==> config.mk <==
export PLATFORM = sky130hd
export DESIGN_NAME = vga_fb_arbiter
export DESIGN_NICKNAME = d
export VERILOG_FILES = /design/src/rtl/vga_pkg.sv /design/src/rtl/fb_addr_gen.sv /design/src/rtl/vga_fb_arbiter.sv
export SDC_FILE = /design/constraint.sdc
export NUM_CORES = 1
export LEC_CHECK = 0
export ABC_AREA = 0
export CELL_PAD_IN_SITES_DETAIL_PLACEMENT = 1
export CELL_PAD_IN_SITES_GLOBAL_PLACEMENT = 2
export CORE_MARGIN = 2
export CORE_UTILIZATION = 28
export CTS_BUF_LIST = sky130_fd_sc_hd__clkbuf_8 sky130_fd_sc_hd__clkbuf_16
export DETAILED_ROUTE_END_ITERATION = 8
export GPL_ROUTABILITY_DRIVEN = 1
export GPL_TIMING_DRIVEN = 0
export HOLD_SLACK_MARGIN = 0.06
export PLACE_DENSITY_LB_ADDON = 0.12
export SYNTH_ARGS = -nofsm -noshare
export SYNTH_HDL_FRONTEND = slang
export SYNTH_SLANG_ARGS = --single-unit
==> constraint.sdc <==
create_clock -name clk -period 5.1 [get_ports clk]
set_input_delay 1.275 -clock clk [delete_from_list [all_inputs] [get_ports clk]]
set_output_delay 1.275 -clock clk [all_outputs]
set_load 0.05 [all_outputs]
==> src/rtl/vga_pkg.sv <==
// Shared VGA timing constants and frame-buffer arbiter types, also used by the
// h/v counter blocks.
package vga_pkg;

    localparam int VGA_H_VISIBLE = 640;
    localparam int VGA_V_VISIBLE = 480;
    localparam int VGA_FB_W      = 160;
    localparam int VGA_FB_H      = 120;
    localparam int VGA_DATA_W    = 8;

    typedef enum logic [1:0] {
        ST_IDLE    = 2'd0,
        ST_DISP_RD = 2'd1,
        ST_WR      = 2'd2
    } arb_state_t;

endpackage

==> src/rtl/fb_addr_gen.sv <==
// Combinational screen-to-buffer address mapping: downscaled row*FB_W + column,
// built from constant shifts and adds, plus the active-video flag.
module fb_addr_gen
    import vga_pkg::*;
#(
    parameter int H_VISIBLE   = VGA_H_VISIBLE,
    parameter int V_VISIBLE   = VGA_V_VISIBLE,
    parameter int SCALE_SHIFT = 2,
    parameter int FB_W        = VGA_FB_W,
    parameter int ADDR_W      = 15
) (
    input  logic [10:0]       h_count,
    input  logic [10:0]       v_count,
    output logic [ADDR_W-1:0] addr,
    output logic              active
);

    localparam logic [31:0] FB_W_BITS = FB_W;

    logic [10:0]       w_col;
    logic [10:0]       w_row;
    logic [ADDR_W-1:0] w_row_base;

    assign w_col = h_count >> SCALE_SHIFT;
    assign w_row = v_count >> SCALE_SHIFT;

    // Row times the constant FB_W: one shifted copy of the row per set bit.
    always_comb begin
        w_row_base = '0;
        for (int i = 0; i < ADDR_W; i++) begin
            if (FB_W_BITS[i]) begin
                w_row_base = w_row_base + (ADDR_W'(w_row) << i);
            end
        end
    end

    assign addr   = w_row_base + ADDR_W'(w_col);
    assign active = (h_count < 11'(H_VISIBLE)) && (v_count < 11'(V_VISIBLE));

endmodule

==> src/rtl/vga_fb_arbiter.sv <==
// Single-port frame-buffer arbiter: the display read owns every active pixel
// tick, matrix-result writes take the remaining cycles.
module vga_fb_arbiter
    import vga_pkg::*;
#(
    parameter int H_VISIBLE   = VGA_H_VISIBLE,
    parameter int V_VISIBLE   = VGA_V_VISIBLE,
    parameter int SCALE_SHIFT = 2,
    parameter int FB_W        = VGA_FB_W,
    parameter int FB_H        = VGA_FB_H,
    parameter int ADDR_W      = 15,
    parameter int DATA_W      = VGA_DATA_W
) (
    input  logic              clk,
    input  logic              reset,
    input  logic              clk_en,
    input  logic [10:0]       h_count,
    input  logic [10:0]       v_count,
    input  logic              frame_start,
    input  logic              wr_req,
    input  logic [ADDR_W-1:0] wr_addr,
    input  logic [DATA_W-1:0] wr_data,
    output logic              wr_ack,
    output logic              wr_err,
    output logic              mem_en,
    output logic              mem_we,
    output logic [ADDR_W-1:0] mem_addr,
    output logic [DATA_W-1:0] mem_wdata,
    input  logic [DATA_W-1:0] mem_rdata,
    output logic [DATA_W-1:0] pix_data,
    output logic              pix_valid,
    output logic [15:0]       wr_count,
    output arb_state_t        o_dbg_state
);

    localparam logic [ADDR_W:0] FB_WORDS = (ADDR_W + 1)'(FB_W * FB_H);

    arb_state_t        r_state;
    arb_state_t        w_next_state;
    logic [ADDR_W-1:0] w_disp_addr;
    logic              w_active;
    logic [ADDR_W-1:0] r_disp_addr;
    logic [ADDR_W-1:0] r_wr_addr;
    logic [DATA_W-1:0] r_wr_data;
    logic              r_wr_ok;
    logic              r_rd_ret;
    logic [DATA_W-1:0] r_pix;
    logic [15:0]       r_wr_count;
    logic              w_wr_inc;

    fb_addr_gen #(
        .H_VISIBLE  (H_VISIBLE),
        .V_VISIBLE  (V_VISIBLE),
        .SCALE_SHIFT(SCALE_SHIFT),
        .FB_W       (FB_W),
        .ADDR_W     (ADDR_W)
    ) u_addr_gen (
        .h_count(h_count),
        .v_count(v_count),
        .addr   (w_disp_addr),
        .active (w_active)
    );

    always_ff @(posedge clk) begin
        if (reset) begin
            r_state <= ST_IDLE;
        end else begin
            r_state <= w_next_state;
        end
    end

    // Write handshake: the writer holds wr_req/wr_addr/wr_data until the
    // one-cycle wr_ack; wr_req seen during that ack cycle is the same
    // transaction and is never granted a second time.
    always_comb begin
        w_next_state = ST_IDLE;
        if (clk_en && w_active) begin
            w_next_state = ST_DISP_RD;
        end else if (wr_req && (r_state != ST_WR)) begin
            w_next_state = ST_WR;
        end
    end

    // The counters move on the same edge, so the granted transaction is
    // captured at the decision.
    always_ff @(posedge clk) begin
        if (reset) begin
            r_disp_addr <= '0;
            r_wr_addr   <= '0;
            r_wr_data   <= '0;
            r_wr_ok     <= 1'b0;
        end else begin
            if (w_next_state == ST_DISP_RD) begin
                r_disp_addr <= w_disp_addr;
            end
            if (w_next_state == ST_WR) begin
                r_wr_addr <= wr_addr;
                r_wr_data <= wr_data;
                r_wr_ok   <= ({1'b0, wr_addr} < FB_WORDS);
            end
        end
    end

    always_comb begin
        mem_en    = 1'b0;
        mem_we    = 1'b0;
        mem_addr  = '0;
        mem_wdata = '0;
        wr_ack    = 1'b0;
        wr_err    = 1'b0;
        case (r_state)
            ST_DISP_RD: begin
                mem_en   = 1'b1;
                mem_addr = r_disp_addr;
            end
            ST_WR: begin
                wr_ack = 1'b1;
                wr_err = !r_wr_ok;
                if (r_wr_ok) begin
                    mem_en    = 1'b1;
                    mem_we    = 1'b1;
                    mem_addr  = r_wr_addr;
                    mem_wdata = r_wr_data;
                end
            end
            default: begin
            end
        endcase
    end

    assign w_wr_inc = (r_state == ST_WR) && r_wr_ok;

    always_ff @(posedge clk) begin
        if (reset) begin
            r_rd_ret   <= 1'b0;
            r_pix      <= '0;
            r_wr_count <= '0;
        end else begin
            r_rd_ret <= (r_state == ST_DISP_RD);
            if (clk_en && !w_active) begin
                r_pix <= '0;
            end else if (r_rd_ret) begin
                r_pix <= mem_rdata;
            end
            if (frame_start) begin
                r_wr_count <= {15'd0, w_wr_inc};
            end else if (w_wr_inc && (r_wr_count != 16'hFFFF)) begin
                r_wr_count <= r_wr_count + 16'd1;
            end
        end
    end

    // Read data shows on the pixel output in its return cycle, then holds.
    assign pix_data    = r_rd_ret ? mem_rdata : r_pix;
    assign pix_valid   = r_rd_ret;
    assign wr_count    = r_wr_count;
    assign o_dbg_state = r_state;

endmodule

Word-level counts from Yosys, hierarchy flattened
Index checks and enable logic that the tools add are counted.

Register bits: 66. Output and inout bits: 54. Logic and storage cells: 46.

Add/sub/neg operators: 3. Mux-type cells: 14. Equality and inequality tests: 6. Reductions and logical operators: 11. Order comparisons: 3.

Operators by type and width (count): $pmux 15 s2 (1); $mux 8 (3); $add 16x1->16 const B (1); $ne 16x16->1 const B (1); $add 14x15->15 (1); $add 15x9->15 (1); $lt 15x15->1 const B (1); $mux 15 (1); $lt 11x10->1 const B (1); $lt 11x9->1 const B (1); $logic_and 1x1->1 (6); $mux 1 (6); $eq 2x1->1 const B (2); $eq 2x2->1 const B (2); $mux 2 (2); $reduce_or 2->1 (2); $logic_not 1->1 (2); $ne 2x2->1 const B (1); $pmux 1 s2 (1); $reduce_bool 2->1 (1).

Longest topological paths before layout
Depth after elaboration: 5. Depth in mapped cells: 9. Mapped depth without buffers: 9.

Cells and area by module
From an unflattened synthesis, not the netlist that was laid out.

Cell total of the unflattened synthesis: 418. Area total of the unflattened synthesis: 3437.0 sq um.

Modules (own cells, without submodules): vga_fb_arbiter (cells an instance 359, area each 2902.8 sq um, seq. area each 1321.3 sq um, times used 1); fb_addr_gen (cells an instance 59, area each 534.3 sq um, seq. area each 0.0 sq um, times used 1).

Least setup slack after synthesis
Ideal clock, no wire load.

Kind: reg-to-output. Start point: reg r_state[1], in the netlist o_dbg_state[1]. End point: out mem_addr[10]. Stages on the path, launching flop included: 8. Path slack: 0.459 ns. Data arrival time: 3.366 ns. Path buffers: 2. Path through: dfxtp_1 > ha_1 > nand2_1 > inv_1 > clkbuf_1 > buf_1 > a22oi_1 > nor2_1.

Cells in the longest elaborated chain, start to end: 2. Elaborated cells on any way between the ends: 3. Those cells by class: eq/ne: 2; mux: 1.

Ends and longest elaborated chain: from (decl) (RTL line vga_fb_arbiter.sv:38) `arb_state_t r_state;`; from (signal assigned) (RTL line vga_fb_arbiter.sv:68) `r_state <= w_next_state;`; $eq 2x2->1 or $eq 2x1->1 (tied branches) (RTL line vga_fb_arbiter.sv:111) `case (r_state)`; $pmux 15 s2 * (RTL line vga_fb_arbiter.sv:111); to (decl) (RTL line vga_fb_arbiter.sv:27) `output logic [ADDR_W-1:0] mem_addr,`.

Every way passes the cells marked *; elsewhere a longest branch is shown, timed or not.

Worst setup path in the final report
Start point: reg r_state[0], in the netlist o_dbg_state[0]. End point: out mem_addr[8].

Same word-level chain as after synthesis.

==> flow_summary.ini <==
[setup_path]
worstPathArrival_ns = 3.30
worstPathRequired_ns = 3.83
path_max_fanout = 10
start_kind = flop
path_buf_inv = 5
crit_family = buffers and inverters
crit_top_cell = inv_1
ff2ff_setup_slack_ns = 2.89
end_kind = output pin
critPathKind = flop to output pin
path_cells = inv_1 > ha_1 > nand2_1 > inv_1 > clkbuf_1 > buf_1 > a22oi_1 > nor2_1 > clkdlybuf4s50_1
cp_slowest_stage_delay_ns = 0.83
cp_slowest_cell = clkdlybuf4s50_1

[clocking]
cts_tree = yes
postCtsSetupRepairBufs = 0
cts_hold_buf = 0
path_clk_slew_ns = 0.05
clk-insertion-delay-late_ns = 0.33
clkSinkCount = 66
h-tree-depth = 3
cts-root-buf = clkbuf_16
cts-buffers-inserted = 9
cts_resized = 0
clockBufferDepth = 2

[drt]
drt-total-wl_mm = 10.6
drt-initial-drc-count = 123
postRouteAntennaNets = 0
dr.pass1.iters = 4
drc = 0
vias_per_cell = 4.87
num_vias = 3262
wl_per_cell_um = 15.8

[power]
p_leak_nw = 1.77
power.density_nw_per_um2 = 272
ir_drop_mv = 0.119
power_w = 0.00133

[sta]
max_freq_mhz = 219
fin_ws_ns = 0.525
period_minus_slack_ns = 4.57
tightest_slew_ns = 0.574
finalCritPeriodShare = 0.897
finalSetupTns_ns = 0
max_slew_margin = 0.617
skew_ns = 0.00440
rsz0062_at_grt = no
setup_violations = 0
slew_viol_final = 0
hold_viol_final = 0

[logic_synthesis]
synthTopCellsByArea = dfxtp_1 39%, nand2_1 8.4%, ha_1 6.7%
yosysTopAreaCell = dfxtp_1
yosysMostFrequentCell = nand2_1
ys_top_cells_by_count = 75 x nand2_1, 66 x dfxtp_1, 44 x a21oi_1, 38 x nor2_1, 20 x clkbuf_1
syn_nets = 484
yosysWarnings = 0
synth_seq_area_share = 0.394
synth_top_area_share = 0.394
synth.avg_cell_area_sq_um = 8.28
ys_seq_elements = 66
syn_area_sq_um = 3350
ys_async_sr_fraction = 0
synth_edf_count = 0
syn_inst = 405
synth_flop_cell = dfxtp_1
synth_cell_types = 42

[floorplan]
die-area_sq_um = 12900
ios = 112
core_area_sq_um = 11600
start_util = 0.290
dieWidth_um = 113
rows = 39
die_y_um = 113

[job]
drv_cap = 0

[placement]
dpl.cell_count = 655
pre_cts_ws_ns = 0.886
gp_congestion = 0.774
hpwlAfterDp_mm = 8.17
io_buffers = 107

[min_path]
min_path_type = flop to flop

[cells_and_area]
final_cells = 670
postLayoutCoreUtil = 0.423
layout-drive-gt1-share = 0.0645
insertedDiodeCount = 0
nets = 602
area_delta_synth_final_pct = 45.9

[grt]
overflow = 0
grt_pass1_vias = 3432
grt_first_pass_wirelength_mm = 17.5
antenna_found_initial = 0
grt_max_degree = 11
track_usage = 0.173

[outcome]
status = completed
[power by group]
| group | internal (W) | total [W] | switching (W) | leakage [nW] |
|---|---|---|---|---|
| Sequential | 0.000531 | 0.000540 | 0.00000834 | 0.536 |
| Clock | 0.000378 | 0.000599 | 0.000221 | 0.147 |
| Combinational | 0.0000902 | 0.000195 | 0.000105 | 1.09 |
[per-layer routing]
layer | global-route usage | vias up | part of all wire
met5 | 0 | - | 0
met4 | 0.0480 | 0 | 0.0083
met3 | 0.0372 | 10 | 0.040
met2 | 0.282 | 76 | 0.47
met1 | 0.232 | 1541 | 0.48
li1 | - | 1635 | -
[metrics by stage]
step           hold slack (ns)  instance area (sq um)
6_report                 0.454                   4890
5_1_grt                  0.473                   4890
4_1_cts                  0.453                   4890
3_5_place_dp             0.446                   4600
3_3_place_gp             0.438                   4600
2_1_floorplan            0.432                   3350
[worst reg2reg max path, delay by kind of cell (launching register included)]
kind                     cells  cell delay [ns]
AND/OR/NAND/NOR              2             0.63
flip-flops                   1             0.38
AO/OA/AOI/OAI                1             0.15
buffers and inverters        3             0.72
adder cells (fa/ha/maj)      1             0.24
[cell families after synthesis]
logic type      synth area share
simple gates               0.257
compound gates             0.145
flops                      0.394
buf+inv                   0.0395
fa+ha+maj                 0.0850
xor+xnor                  0.0522
mux                       0.0269
[sequential cells by signal, indices dropped and copies added, names as in the netlist]
register     flops
pix_valid        1
r_wr_ok          1
r_wr_addr       15
r_disp_addr     15
wr_count        16
r_wr_data        8
o_dbg_state      2
r_pix            8
[worst paths after layout]
path | from | end | depth (start not counted)
worst max-delay path | o_dbg_state[0] | mem_addr[8] | 9
worst min-delay path | r_wr_data[1] | r_wr_data[1] | 2
worst max register to register | o_dbg_state[0] | r_wr_addr[8] | 7
worst min register to register | r_wr_data[1] | r_wr_data[1] | 2
[cell type report]
class                      instances  area (sq um)
timing repair buffer             107          1070
fill                            1408          6670
clock inverter                     2          10.0
sequential                        66          1320
inverter                          12          45.0
buffer                            23          87.6
clock buffer                      13           280
multi-input combinational        304          1900
tap                              143           179
[cells in the final DEF, fill, tap and decap left out, types with 5 or more instances in the layout]
master / Yosys / routed
a22oi_1: 15 / 15
clkbuf_1: 20 / 20
ha_1: 18 / 18
clkdlybuf4s50_1: 0 / 107
mux2_2: 8 / 8
nor4_1: 6 / 6
nand2_1: 75 / 75
dfxtp_1: 66 / 66
xnor2_1: 16 / 16
nor2b_1: 10 / 10
nand3_1: 10 / 10
clkbuf_16: 0 / 9
nor3_1: 5 / 5
and3_1: 9 / 9
a21oi_1: 44 / 44
inv_1: 12 / 12
o21ai_0: 5 / 5
nor2_1: 38 / 38
Note: power is estimated with default switching activity, not from simulation.
